**config.mk**
```make
export PLATFORM = sky130hd
export DESIGN_NAME = pipeline_ctrl
export DESIGN_NICKNAME = d
export VERILOG_FILES = /design/src/rtl/pipeline_ctrl.sv
export SDC_FILE = /design/constraint.sdc
export NUM_CORES = 1
export LEC_CHECK = 0
export CORE_AREA = 2 2 76 92
export CTS_BUF_LIST = sky130_fd_sc_hd__clkbuf_2 sky130_fd_sc_hd__clkbuf_4 sky130_fd_sc_hd__clkbuf_8
export DETAILED_ROUTE_END_ITERATION = 10
export DIE_AREA = 0 0 78 94
export HOLD_SLACK_MARGIN = 0.03
export MAX_ROUTING_LAYER = met4
export PLACE_DENSITY = 0.95
export REMOVE_ABC_BUFFERS = 1
export SKIP_LAST_GASP = 1
export SLEW_MARGIN = 20
export SYNTH_ARGS = -nofsm -noshare
export SYNTH_HDL_FRONTEND = slang
export SYNTH_SLANG_ARGS = --single-unit
```
**constraint.sdc**
```tcl
create_clock -name c_clk -period 3.67 [get_ports c_clk]
set_input_delay 0.734 -clock c_clk [delete_from_list [all_inputs] [get_ports c_clk]]
set_output_delay 0.734 -clock c_clk [all_outputs]
set_load 0.02 [all_outputs]
```
**src/rtl/pipeline_ctrl.sv**
```systemverilog
// Hazard and sequencing controller for the 5-stage RV32I pipeline:
// load-use stalls, branch redirects, memory wait/timeout and trap entry.
module pipeline_ctrl #(
  parameter int AWIDTH = 5,
  parameter int PC_WIDTH = 32,
  parameter int EWIDTH = 4,
  parameter int TIMEOUT = 16,
  parameter logic [PC_WIDTH-1:0] TRAP_VEC = 32'h0000_0100
) (
  input  logic c_clk,
  input  logic c_rst,
  input  logic [AWIDTH-1:0] c_i_id_rs1,
  input  logic [AWIDTH-1:0] c_i_id_rs2,
  input  logic c_i_id_use_rs1,
  input  logic c_i_id_use_rs2,
  input  logic c_i_ex_valid,
  input  logic c_i_ex_load,
  input  logic [AWIDTH-1:0] c_i_ex_rd,
  input  logic c_i_ex_change_pc,
  input  logic [PC_WIDTH-1:0] c_i_ex_next_pc,
  input  logic [PC_WIDTH-1:0] c_i_ex_pc,
  input  logic [EWIDTH-1:0] c_i_ex_exception,
  input  logic c_i_mem_req,
  input  logic c_i_mem_ack,
  output logic c_o_stall_if,
  output logic c_o_stall_id,
  output logic c_o_stall_ex,
  output logic c_o_stall_mem,
  output logic c_o_flush_id,
  output logic c_o_flush_ex,
  output logic c_o_flush_mem,
  output logic c_o_redirect,
  output logic [PC_WIDTH-1:0] c_o_redirect_pc,
  output logic c_o_trap,
  output logic [EWIDTH-1:0] c_o_trap_cause,
  output logic [PC_WIDTH-1:0] c_o_trap_pc,
  output logic [1:0] c_o_state
);

  typedef enum logic [1:0] {
    RUN      = 2'd0,
    MEM_WAIT = 2'd1,
    TRAP     = 2'd2,
    ILLEGAL  = 2'd3
  } state_e;

  state_e state_q, state_d;
  logic [7:0] cnt_q, cnt_d;
  logic [EWIDTH-1:0] cause_q, cause_d;
  logic [PC_WIDTH-1:0] tpc_q, tpc_d;

  logic load_use;
  logic exc;
  logic busy;
  logic timeout;

  assign load_use = c_i_ex_valid && c_i_ex_load &&
                    (c_i_ex_rd != '0) &&
                    ((c_i_id_use_rs1 && (c_i_id_rs1 == c_i_ex_rd)) ||
                     (c_i_id_use_rs2 && (c_i_id_rs2 == c_i_ex_rd)));
  assign exc = c_i_ex_valid && (c_i_ex_exception != '0);
  assign busy = c_i_mem_req && !c_i_mem_ack;
  // cnt_q counts non-ack cycles already seen, so this is the TIMEOUT-th
  assign timeout = (cnt_q == 8'(TIMEOUT - 1));

  always_comb begin
    state_d = state_q;
    cnt_d = cnt_q;
    cause_d = cause_q;
    tpc_d = tpc_q;
    c_o_stall_if = 1'b0;
    c_o_stall_id = 1'b0;
    c_o_stall_ex = 1'b0;
    c_o_stall_mem = 1'b0;
    c_o_flush_id = 1'b0;
    c_o_flush_ex = 1'b0;
    c_o_flush_mem = 1'b0;
    c_o_redirect = 1'b0;
    c_o_redirect_pc = '0;
    c_o_trap = 1'b0;
    unique case (state_q)
      RUN: begin
        if (busy) begin
          c_o_stall_if = 1'b1;
          c_o_stall_id = 1'b1;
          c_o_stall_ex = 1'b1;
          c_o_stall_mem = 1'b1;
          cnt_d = 8'd1;
          state_d = MEM_WAIT;
        end else if (exc) begin
          c_o_flush_id = 1'b1;
          c_o_flush_ex = 1'b1;
          cause_d = c_i_ex_exception;
          tpc_d = c_i_ex_pc;
          state_d = TRAP;
        end else if (c_i_ex_valid && c_i_ex_change_pc) begin
          c_o_redirect = 1'b1;
          c_o_redirect_pc = c_i_ex_next_pc;
          c_o_flush_id = 1'b1;
          c_o_flush_ex = 1'b1;
        end else if (load_use) begin
          c_o_stall_if = 1'b1;
          c_o_stall_id = 1'b1;
          c_o_flush_ex = 1'b1;
        end
      end
      MEM_WAIT: begin
        c_o_stall_if = !c_i_mem_ack;
        c_o_stall_id = !c_i_mem_ack;
        c_o_stall_ex = !c_i_mem_ack;
        c_o_stall_mem = !c_i_mem_ack;
        if (c_i_mem_ack) begin
          cnt_d = 8'd0;
          state_d = RUN;
        end else if (timeout) begin
          c_o_flush_mem = 1'b1;
          cause_d = '1;
          tpc_d = c_i_ex_pc;
          cnt_d = 8'd0;
          state_d = TRAP;
        end else begin
          cnt_d = cnt_q + 8'd1;
        end
      end
      TRAP, ILLEGAL: begin
        c_o_trap = 1'b1;
        c_o_redirect = 1'b1;
        c_o_redirect_pc = TRAP_VEC;
        c_o_flush_id = 1'b1;
        c_o_flush_ex = 1'b1;
        state_d = RUN;
      end
    endcase
    if (!c_rst) begin
      c_o_stall_if = 1'b0;
      c_o_stall_id = 1'b0;
      c_o_stall_ex = 1'b0;
      c_o_stall_mem = 1'b0;
      c_o_flush_id = 1'b0;
      c_o_flush_ex = 1'b0;
      c_o_flush_mem = 1'b0;
      c_o_redirect = 1'b0;
      c_o_redirect_pc = '0;
      c_o_trap = 1'b0;
    end
  end

  always_ff @(posedge c_clk or negedge c_rst) begin
    if (!c_rst) begin
      state_q <= RUN;
      cnt_q <= 8'd0;
      cause_q <= '0;
      tpc_q <= '0;
    end else begin
      state_q <= state_d;
      cnt_q <= cnt_d;
      cause_q <= cause_d;
      tpc_q <= tpc_d;
    end
  end

  assign c_o_trap_cause = cause_q;
  assign c_o_trap_pc = tpc_q;
  assign c_o_state = state_q;

endmodule

```
==> summary.txt <==
Setup path
  • Worst path most repeated cell: clkdlybuf4s50_1
  • R2r endpoint: c_o_trap_pc[8]$_DFFE_PN0P_
  • CP bufs+invs: 3
  • CP Data Arrival Time: between 2 and 3 ns
  • CP max stage delay: 0.57 ns
  • Critical Path Stages: 7
  • Critical Path End: c_o_flush_ex
  • Worst reg2reg path depth: 6
  • FF-to-FF setup slack: 1.27 ns
  • Crit path max fanout: 2
  • CP required: about 2.9 ns
  • Critical path launch point type: primary input
  • Crit end category: output port
  • Slowest CP cell: or4_1
  • Reg2Reg Launch Point: cnt_q[0]$_DFFE_PN0P_
  • Crit path launch: c_i_ex_exception[2]
  • Cell breakdown of the critical path: clkdlybuf4s50_1 > or4_1 > o21ai_1 > buf_4 > o21ai_0 > o21bai_1 > clkdlybuf4s50_1
  • Top cell family by delay on the critical path: buffers and inverters
  • Critical path class: in -> out

Logic synthesis
  • #FFs+latches synth: 46
  • Syn_area_per_cell: 11.4 um^2
  • Synthesis warning total: 0
  • Top-count cell post-synth: dfrtp_1
  • Gate Count Post-Synth: 208
  • Async SR Flop Fraction: 100%
  • Synth top cells by count: dfrtp_1 (46), mux2_2 (35), and2_1 (31)
  • Leading post-synthesis cells by cell area: dfrtp_1 (48%), mux2_2 (17%), and2_1 (8.2%)
  • Post-synthesis simple-gate area fraction: ~18%
  • Post-synth EDFFs: 0
  • Sequential share of the synthesized area: between 40% and 50%
  • Compound-Gate Fraction of Synth Area: under 10%
  • Post-synthesis xor/xnor area fraction: roughly 4.4%
  • Top_reg_cell synth: dfrtp_1
  • Distinct cell type count after synthesis: 39
  • Post-synth top area share: between 40% and 50%
  • Mapped cell area: ~0.0024 mm^2
  • Multiplexer area fraction after synthesis: 17.1%
  • Post-synthesis adder-cell area fraction: less than 1%
  • Post-synth top area cell: dfrtp_1
  • Largest family of logic cells by synthesized area: simple AND/OR/NAND/NOR gates

Status
  • Status: finished clean

Placed design
  • Dpl cells: 460
  • Port Buffer Count: 170
  • Post-DP HPWL: 5.65 mm
  • Routability congestion estimate: 0.812
  • Pre-CTS WS: -0.121 ns

Final layout
  • Synthesis-to-layout area growth: 77.1%
  • Ratio of cells with drive above 1 in the final layout: around 14%
  • Post-Layout Cell Count: ~470
  • Area of the multi-input gates: ~0.0011 mm^2
  • Final #Nets: between 400 and 500
  • Reg area: approximately 0.0012 mm^2
  • Fill count: a little over 500
  • N_diodes: 0

Global route
  • Total track usage: between 10% and 20%
  • Vias in the first global route: roughly 2,300
  • Antenna violations before repair: 0
  • First-pass GRT wire length: around 11 mm
  • Grt ovf: 0
  • Largest net degree at the start of global routing: 44

Floorplan
  • IO Pins: between 150 and 200
  • Initial Utilization: between 30 and 40%
  • Core area: 0.00641 mm^2
  • Core Rows: 32
  • Die height: roughly 94 um
  • Die X: slightly below 80 um
  • DIE AREA: 0.00733 mm^2

Timing
  • Worst-case hold slack: approximately 0.27 ns
  • Final setup vio count: 0
  • Slew Limit Headroom: a little under two thirds
  • Final setup TNS: 0 ns
  • RSZ-0062 raised after global routing: no
  • Worst setup margin: 0.0751 ns
  • FMAX: approximately 280 MHz
  • Worst slew pin tran: about 0.54 ns
  • Final Cycle Share: 98.0%
  • Skew final: just over 0.006 ns
  • Slew Limit Fails: 0
  • Period minus WS final: between 3 and 4 ns
  • Final hold violation count: 0

Drt
  • Iter 0 DRT Violations: 39
  • Via-to-Cell Ratio: between 4 and 5
  • DR WL/cell: roughly 15 um
  • Post-DRT Antenna Nets: 0
  • Final WL: approximately 7 mm
  • Post-route DRC: 0
  • Vias: 2,246
  • Pre-antenna DRT Iters: 4

Clocking
  • CTS Buf Count: 5
  • Clock sink count: 46
  • Bufs on Longest Clock Path: 2
  • Setup Fix Bufs, Post-CTS: 0
  • Clk_lat worst skew: approximately 0.29 ns
  • Reg clk slew, reported paths: 0.08 ns
  • H-tree depth: 2
  • CTS tree: built
  • CTS Root Cell: clkbuf_8
  • Hold buffer count at cts: 0

Power
  • Peak supply drop: ~280 uV
  • PwrDens: about 390 mW/mm^2
  • Leakage: ~1.9 nW
  • Post-layout power: roughly 1.7 mW

Hold path
  • HP Class: in -> async

Flow run
  • Max Cap Viol: 0
[kinds of logic after synthesis]
kind of cell	Yosys count
muxes	36
and+or+nand+nor	75
xor gates and xnor gates	12
adders and majority gates	1
buffers and inverters	14
AOI/OAI and AO/OA	24
DFF	46
[registers in the layout (all words and copies together) (netlist names)]
signal and cells:
c_o_state 2, c_o_trap_cause 4, c_o_trap_pc 32, cnt_q 8
[layer usage]
layer	track usage [%]	up-vias	share of wire (%)
met5	-	-	0
met4	5.26	0	1.3
met3	4.13	9	5.6
met2	34.0	101	55
met1	20.9	1066	38
li1	-	1070	-
[power breakdown]
group,leakage (nW),switching (mW),internal (mW)
sequential,0.554,0.0599,0.613
clock,0.0486,0.171,0.142
combinational,1.27,0.291,0.374
[stage by stage]
stage	util [%]	instance area, um^2
final	65.7	4210
after global routing	65.7	4210
after CTS	65.7	4210
after detailed placement	65.0	4160
after global placement	65.0	4160
after floorplan	-	2310
[how the worst min path moves through the flow]
stage / start / endpoint / slack [ns] / cells after the start
final: c_rst / cnt_q[3]$_DFFE_PN0P_ / 0.27 / 1
after global routing: c_rst / c_o_state[1]$_DFFE_PN0P_ / 0.26 / 1
after CTS: c_rst / cnt_q[3]$_DFFE_PN0P_ / 0.26 / 1
after detailed placement: c_o_trap_pc[15]$_DFFE_PN0P_ / c_o_trap_pc[15]$_DFFE_PN0P_ / 0.48 / 1
after global placement: c_o_trap_pc[15]$_DFFE_PN0P_ / c_o_trap_pc[15]$_DFFE_PN0P_ / 0.47 / 1
after floorplan: c_rst / c_o_state[0]$_DFFE_PN0P_ / 0.44 / 0
[worst register-to-register path, cell delays in order, from the launching register on]
cell and delay (ns):
dfrtp_1 0.40, ha_1 0.21, nand3_1 0.16, nand2b_1 0.26, o32ai_4 0.39, buf_4 0.46, mux2_2 0.42
[cell usage in the layout, fill, tap and decap left out, drive strengths merged, types with 2 or more instances in the layout]
cell / count
a211oi: 2
a21oi: 4
and2: 32
buf: 8
clkbuf: 6
clkdlybuf4s50: 134
clkinv: 2
dfrtp: 46
dlygate4sd2: 35
inv: 4
mux2: 36
nand2: 9
nand2b: 8
nand3: 4
nor2: 6
nor3: 2
nor3b: 2
nor4: 3
o21ai: 5
o31ai: 4
or4: 5
xnor2: 4
xor2: 8
[final cells by class]
cell class,instances,area share [%]
timing repair buffer,177,40.5
sequential,46,27.3
multi-input combinational,148,27.1
tap,85,2.53
clock buffer,6,1.81
inverter,4,0.357
clock inverter,2,0.327
[what timing repair did]
action	CTS	global route
cloned	0	0
resized for setup	35	1
endpoints found under the setup margin	35	1
Power figures use the tool's default switching activity.
